[config.mk]
export PLATFORM = sky130hd
export DESIGN_NAME = anubis_key_sched_ctrl
export DESIGN_NICKNAME = d
export VERILOG_FILES = /design/src/rtl/anubis_pkg.sv /design/src/rtl/Key_Schedule.sv /design/src/rtl/anubis_key_sched_ctrl.sv
export SDC_FILE = /design/constraint.sdc
export NUM_CORES = 2
export LEC_CHECK = 0
export ABC_CLOCK_PERIOD_IN_PS = 21600
export CORE_MARGIN = 1.5
export CORE_UTILIZATION = 50
export DETAILED_ROUTE_END_ITERATION = 8
export DONT_BUFFER_PORTS = 1
export GPL_ROUTABILITY_DRIVEN = 1
export GPL_TIMING_DRIVEN = 0
export PLACE_DENSITY = 0.64
export SKIP_CTS_REPAIR_TIMING = 1
export SKIP_LAST_GASP = 1
export SLEW_MARGIN = 0
export SYNTH_ARGS = -nofsm -noshare
export SYNTH_HDL_FRONTEND = slang
export SYNTH_HIERARCHICAL = 1
export SYNTH_SLANG_ARGS = --single-unit
[constraint.sdc]
create_clock -name clk -period 21.6 [get_ports clk]
set_clock_uncertainty 0.1 [all_clocks]
set_input_delay 4.32 -clock clk [delete_from_list [all_inputs] [get_ports clk]]
set_output_delay 4.32 -clock clk [all_outputs]
set_load 0.03 [all_outputs]
[src/rtl/anubis_pkg.sv]
// ============================================================================
// anubis_pkg : shared Anubis key-schedule types and constants | Rev 1.0
// ============================================================================
`default_nettype none

package anubis_pkg;

  localparam int NR_128 = 12;

  // Round-constant seed mixed into the leading word of every schedule round.
  localparam logic [31:0] KS_RC_BASE = 32'h9E37_79B9;

  typedef logic [127:0] round_key_t;
  typedef logic [3:0]   round_idx_t;

  typedef enum logic [1:0] {
    ST_IDLE = 2'd0,
    ST_GEN  = 2'd1,
    ST_DONE = 2'd2
  } ks_state_e;

  // Map a logical round-key index onto the buffer; caller guarantees addr <= nr.
  function automatic round_idx_t phys_idx(input logic dir, input round_idx_t addr,
                                          input round_idx_t nr);
    return dir ? round_idx_t'(nr - addr) : addr;
  endfunction

endpackage

`default_nettype wire

[src/rtl/Key_Schedule.sv]
// ============================================================================
// Key_Schedule : one combinational round of the Anubis key-evolution datapath | Rev 1.0
// ============================================================================
`default_nettype none

module Key_Schedule
  import anubis_pkg::*;
(
  input  round_key_t data_in,
  input  round_idx_t round_counter,
  output round_key_t data_out
);

  logic [127:0] rot;
  logic [31:0]  rc;
  logic [31:0]  w0, w1, w2, w3;

  // Byte rotation followed by a chained word XOR so every word depends on the constant.
  always_comb begin
    rot      = {data_in[119:0], data_in[127:120]};
    rc       = KS_RC_BASE ^ {28'h0, round_counter};
    w0       = rot[127:96] ^ rc;
    w1       = rot[95:64]  ^ w0;
    w2       = rot[63:32]  ^ w1;
    w3       = rot[31:0]   ^ w2;
    data_out = {w0, w1, w2, w3};
  end

endmodule

`default_nettype wire

[src/rtl/anubis_key_sched_ctrl.sv]
// ============================================================================
// anubis_key_sched_ctrl : expands one 128-bit key into NR+1 buffered round keys | Rev 1.0
// ============================================================================
`default_nettype none

module anubis_key_sched_ctrl
  import anubis_pkg::*;
#(
  parameter int NR = NR_128
) (
  input  logic         clk,
  input  logic         rst,
  input  logic [127:0] key_in,
  input  logic         key_valid,
  output logic         key_ready,
  input  logic         dir,
  input  logic [3:0]   rk_rd_addr,
  output logic [127:0] rk_rd_data,
  output logic         keys_valid,
  output logic         busy
);

  localparam round_idx_t NR_IDX = round_idx_t'(NR);

  ks_state_e  state_q, state_d;
  round_idx_t cnt_q, cnt_d;
  round_key_t ks_state_q, ks_state_d;
  logic       keys_valid_q, keys_valid_d;
  round_key_t rk_rd_data_q, rk_rd_data_d;
  round_key_t rk_q [0:NR];
  round_key_t rk_d [0:NR];
  round_key_t ks_out;
  round_idx_t rd_idx;

  Key_Schedule u_key_schedule (
    .data_in       (ks_state_q),
    .round_counter (cnt_q),
    .data_out      (ks_out)
  );

  always_comb begin
    state_d      = state_q;
    cnt_d        = cnt_q;
    ks_state_d   = ks_state_q;
    keys_valid_d = keys_valid_q;
    rk_d         = rk_q;
    key_ready    = 1'b0;
    busy         = 1'b0;
    case (state_q)
      ST_IDLE, ST_DONE: begin
        key_ready = 1'b1;
        if (key_valid) begin
          ks_state_d   = key_in;
          cnt_d        = '0;
          keys_valid_d = 1'b0;
          state_d      = ST_GEN;
        end
      end
      ST_GEN: begin
        busy       = 1'b1;
        rk_d[cnt_q] = ks_out;
        ks_state_d = ks_out;
        if (cnt_q == NR_IDX) begin
          // cnt parks at NR so it never walks past the last buffer slot.
          keys_valid_d = 1'b1;
          state_d      = ST_DONE;
        end else begin
          cnt_d = cnt_q + 4'd1;
        end
      end
      default: state_d = ST_IDLE;
    endcase
  end

  // Out-of-range addresses never reach the subtraction or the array index.
  always_comb begin
    rd_idx       = '0;
    rk_rd_data_d = '0;
    if (keys_valid_q && (rk_rd_addr <= NR_IDX)) begin
      rd_idx       = phys_idx(dir, rk_rd_addr, NR_IDX);
      rk_rd_data_d = rk_q[rd_idx];
    end
  end

  always_ff @(posedge clk) begin
    if (rst) begin
      state_q      <= ST_IDLE;
      cnt_q        <= '0;
      ks_state_q   <= '0;
      keys_valid_q <= 1'b0;
      rk_rd_data_q <= '0;
    end else begin
      state_q      <= state_d;
      cnt_q        <= cnt_d;
      ks_state_q   <= ks_state_d;
      keys_valid_q <= keys_valid_d;
      rk_rd_data_q <= rk_rd_data_d;
    end
  end

  // Buffer is deliberately left uncleared; keys_valid masks stale contents.
  always_ff @(posedge clk) begin
    if (!rst) begin
      rk_q <= rk_d;
    end
  end

  assign keys_valid = keys_valid_q;
  assign rk_rd_data = rk_rd_data_q;

endmodule

`default_nettype wire
# == Word level (Yosys, flattened, before mapping) ==
# Index checks and enable logic that the tools add are counted.
# word_totals
register_bits,1927
# op_classes
reduce_logical,11
n_bitwise,9
n_eq_ne,6
n_lt_le_gt_ge,4
mux,20
add_sub_neg,2
# ops
operator,count
bitwise mux 1664 bit,1
binary-select mux 128 bit (select 4 bit),1
demux 128 bit (select 4 bit),1
two-way mux 128 bit,4
case mux 128 bit (2 select lines),1
bitwise XOR 32 bit,4
NOT 2 -> 20 bit,1
two-way mux 4 bit,3
">= comparator 5 bit, second input constant",2
NOT 4 -> 5 bit,2
case mux 4 bit (2 select lines),1
"inequality test 2 bit, second input constant",3
AND reduction 2 bit,3
AND reduction 3 bit,2
"less-than comparator 5 x 1 -> 1 bit, second input constant",1
"adder 4 x 1 -> 4 bit, second input constant",1
"equality test 4 bit, second input constant",1
"<= comparator 4 bit, second input constant",1
two-way mux 1 bit,4
two-way mux 2 bit,2
case mux 2 bit (2 select lines),1
OR reduction 2 bit,2
"subtractor 4 bit, first input constant",1
"equality test 2 x 1 -> 1 bit, second input constant",1
other kinds (6),8

# == Depth between registers and ports, before layout ==
# depth
depth_word,6
depth_mapped,13

# == By module ==
# Netlist, hierarchy kept.
# modules_own_cells
module,n_inst,area_each_um2,cells_each
anubis_key_sched_ctrl,1,73795.8,4235
Key_Schedule,1,1561.5,142

# == Worst setup path before layout ==
# Ideal clock, no wire load.
# synth_path
kind,input to register
start,in rst
end,reg rk_q[0] (netlist bit) (enable)
setup_slack_ps,7458
stages,2
arrival_ps,13268
required_time_ps,20726
path_cell_list,nand2b_1 > nor3_1
# synth_via
elab_chain_len,2
# synth_lines
item,line,rtl
start: declaration,anubis_key_sched_ctrl.sv:12,"input logic rst,"
NOT 1 bit (no source line),-,
AND reduction 2 bit (no source line),-,
end signal: assignment,anubis_key_sched_ctrl.sv:104,rk_q <= rk_d;
end: declaration,anubis_key_sched_ctrl.sv:30,round_key_t rk_q [0:NR];
# Every way passes these cells.
# A chain may end at the register's enable or synchronous reset.

# == Worst setup path after layout ==
# layout_path
start,in rk_rd_addr[0]
end,"reg rk_rd_data_q[4], in the netlist rk_rd_data[4]"
# layout_via
elab_chain_len,6
# layout_lines
item,line,rtl
start: declaration,anubis_key_sched_ctrl.sv:17,"input logic [3:0] rk_rd_addr,"
subtractor 4 bit,anubis_pkg.sv:25,return dir ? round_idx_t'(nr - addr) : addr;
two-way mux 4 bit,anubis_pkg.sv:25,
NOT 4 -> 5 bit (implied by the code),anubis_key_sched_ctrl.sv:81,rk_rd_data_d = rk_q[rd_idx];
binary-select mux 128 bit (select 4 bit),anubis_key_sched_ctrl.sv:81,
two-way mux 128 bit (implied by the code) (2 in series),anubis_key_sched_ctrl.sv:81,
end signal: assignment,anubis_key_sched_ctrl.sv:97,rk_rd_data_q <= rk_rd_data_d;
end: declaration,anubis_key_sched_ctrl.sv:29,"round_key_t rk_rd_data_q, rk_rd_data_d;"
# Parallel ways exist; a longest one is shown, timed or not. The select of a mux whose other input is x is not followed.

==> results.yml <==
yosys:
  syn_nets: 4518
  yosysSeqAreaShare_pct: 73.3
  yosysTopAreaCell: "edfxtp_1"
  synth_edf_count: 1664
  async_flop_share_pct: 0
  syn-cell-area_mm2: 0.0754
  synth_cells: 4377
  ys_top_cells_by_area: "edfxtp_1, mux2i_1, dfxtp_1"
  ys_types: 43
  ys_ff_latch: 1927
  ys.flop_type: "edfxtp_1"
  avgSynthCellArea_um2: 17.2
  yosys.area.top_type_share_pct: 66.3
  synth_warnings: 6
floorplanning:
  fp.dieH_um: 391
  io_pins: 267
  initial_core_util_pct: 50.3
  core_mm2: 0.150
  dieArea_mm2: 0.153
  fp-row-count: 142
  die_w_um: 391
hold_path:
  hold_path.class: "flop to flop"
sta:
  finalSetupViolations: 0
  timing.setup.tns_ns: 0
  drv_slew: 37
  slew_headroom_pct: -2.05
  worstMarginPinSlew_ns: 1.53
  rsz0062_at_grt: "false"
  fmax_mhz: 129
  fin_crit_sh_pct: 35.8
  hold_violations: 0
  period_needed_ns: 7.73
critical_path:
  critical_path_buf_inv_count: 5
  cp-start-kind: "input pin"
  crit_slowest_cell: "buf_2"
  max_stage_delay_ns: 0.82
  worstSetupPathType: "input pin to flop"
  crit_family: "buffers and inverters"
  crit_chain: "buf_2 -> inv_1 -> clkbuf_1 -> ha_1 -> and3b_1 -> clkbuf_1 -> nor2_1 -> buf_2 -> mux4_2 -> o22ai_1"
  critPathCaptureType: "flop"
  arrival_ns: 8.26
  required_ns: 22.13
  cp_max_fo: 10
pwr:
  leakagePower_nw: 29.6
  ir_drop_mv: 0.0790
  p_per_area_mw_per_mm2: 98.8
clock_network:
  cts_made_buffers: 192
  clockBufferDepth: 3
  clkTransAtPathRegs_ns: 0.06
  cts.sinks: 1927
  htree_levels: 4
  cts-root-buf: "clkbuf_16"
  clock_latency_ns: 0.83
  cts_tree: "done"
placement:
  placed_cell_area_mm2: 0.0797
  globalplace.congestion: 0.940
  dp_hpwl_mm: 145
  portBuffers: 0
finish:
  num-nets-final: 4801
  nFillCells: 11300
  fin_area_mm2: 0.0861
  layout-drive-gt1-share_pct: 15.9
  syn2layout_area_growth_pct: 14.3
run_status:
  status: "finished, violations left"
  violations: "max-capacitance violations, max-slew violations"
drt:
  drc: 0
  drt_wl_total_mm: 215
  via_per_inst: 6.19
  num_vias: 42500
  wl_per_cell_um: 31.4
  ant_nets: 0
  first_pass_iters: 6
  drt-initial-drc-count: 5213
grt:
  grt_pass1_vias: 41000
  grt_max_degree: 31
  grt_pass1_wl_mm: 300
  antenna_found_initial: 49
  gr-total-overflow: 0
  grt_usage_pct: 27.9
job:
  max_cap_viol_count: 4
## synth_stat cells, types with 2 or more instances
library cell  number
edfxtp_1        1664
mux2i_1          641
dfxtp_1          263
nand2_1          262
clkbuf_1         210
nor2_1           145
a311oi_1         129
mux2_2           129
a221oi_1         128
and3_1           128
mux4_2           128
nor4_1           128
o22ai_1          128
buf_2             94
xnor2_1           47
inv_1             36
xnor3_1           32
xor2_1            22
buf_4             10
buf_1              6
a21oi_1            5
ha_1               5
nand2b_1           5
o21ai_0            4
buf_6              3
or3_1              3
and3b_1            2
nand3_1            2
nor3_1             2
xnor2_2            2
xor2_2             2
## stage by stage
step	hold WS, ns	power [mW]	setup slack, ns	util, %	cells
final	0.382	8.51	13.87	57.5	6869
after global placement	0.361	5.24	1.26	52.0	6393
after CTS	0.376	8.52	14.01	57.4	6836
after detailed placement	0.362	5.27	13.17	53.2	6479
after global routing	0.402	8.73	13.84	57.5	6853
after floorplan	0.352	4.90	7.46	-	4377
## layout make-up
| type | count | area, um^2 | share of cell area [%] |
|---|---|---|---|
| antenna | 30 | 75.1 | 0.0871 |
| inverter | 37 | 139 | 0.161 |
| sequential | 1927 | 55200 | 64.1 |
| multi-input combinational | 2089 | 18800 | 21.8 |
| timing repair buffer | 89 | 1770 | 2.05 |
| tap | 2016 | 2520 | 2.93 |
| clock buffer | 258 | 5280 | 6.13 |
| buffer | 324 | 1400 | 1.63 |
| clock inverter | 99 | 962 | 1.12 |
## layout by cell type, fill, tap and decap left out, drive strengths merged, types with 2 or more instances in the layout
master / n
nor4: 128
a21oi: 5
inv: 43
nand2b: 5
diode: 30
buf: 202
a311oi: 129
xnor2: 49
and3: 128
xor2: 24
xnor3: 32
o22ai: 128
nor2: 145
bufinv: 11
clkbuf: 469
and3b: 2
edfxtp: 1664
ha: 5
nor3: 2
o21ai: 4
or2: 2
nand2: 262
dfxtp: 263
or3: 3
mux2i: 641
a21boi: 2
clkinvlp: 5
clkinv: 77
nand3: 2
mux4: 128
a221oi: 128
mux2: 129
## routing by layer
layer	GRT usage, %	wire, um	up-vias
li1	-	-	18000
met1	38.8	85300	21700
met2	41.2	95900	2382
met3	9.66	27600	396
met4	8.84	6170	40
met5	1.69	458	-
## final timing paths
| path | end | startpoint | slack (ns) | depth (start not counted) |
|---|---|---|---|---|
| max | rk_rd_data[4] | rk_rd_addr[0] | 13.87 | 10 |
| min | state_q[1] | state_q[1] | 0.38 | 1 |
| max reg2reg | rk_q[1048] | state_q[1] | 17.26 | 10 |
| min reg2reg | state_q[1] | state_q[1] | 0.38 | 1 |
## worst register-to-register path, delay by kind of cell, from the launching register on
family,cells,cell delay (ns)
flip-flops,1,0.30
AND/OR/NAND/NOR,3,1.49
buffers and inverters,7,2.15
## report_power, final
group / internal (mW) / leakage [nW] / switching (mW)
logic: 0.224 / 9.43 / 0.626
registers: 4.32 / 17.1 / 0.0472
clock network: 1.86 / 3.05 / 1.44
## flip-flops by register name, summed over array words and instances (netlist names)
register,cells
rk_rd_data,128
ks_state_q,128
state_q,2
cnt_q,4
rk_q,1664
keys_valid,1
## cells by family after synthesis
group / Yosys count / share of synthesized area [%]
compound gates: 398 / 4.15
fa+ha+maj: 5 / 0.0830
simple gates: 683 / 4.32
buf+inv: 361 / 2.04
mux: 898 / 14.3
xor+xnor: 105 / 1.84
flops: 1927 / 73.3
Note: power is estimated with default switching activity, not from simulation.
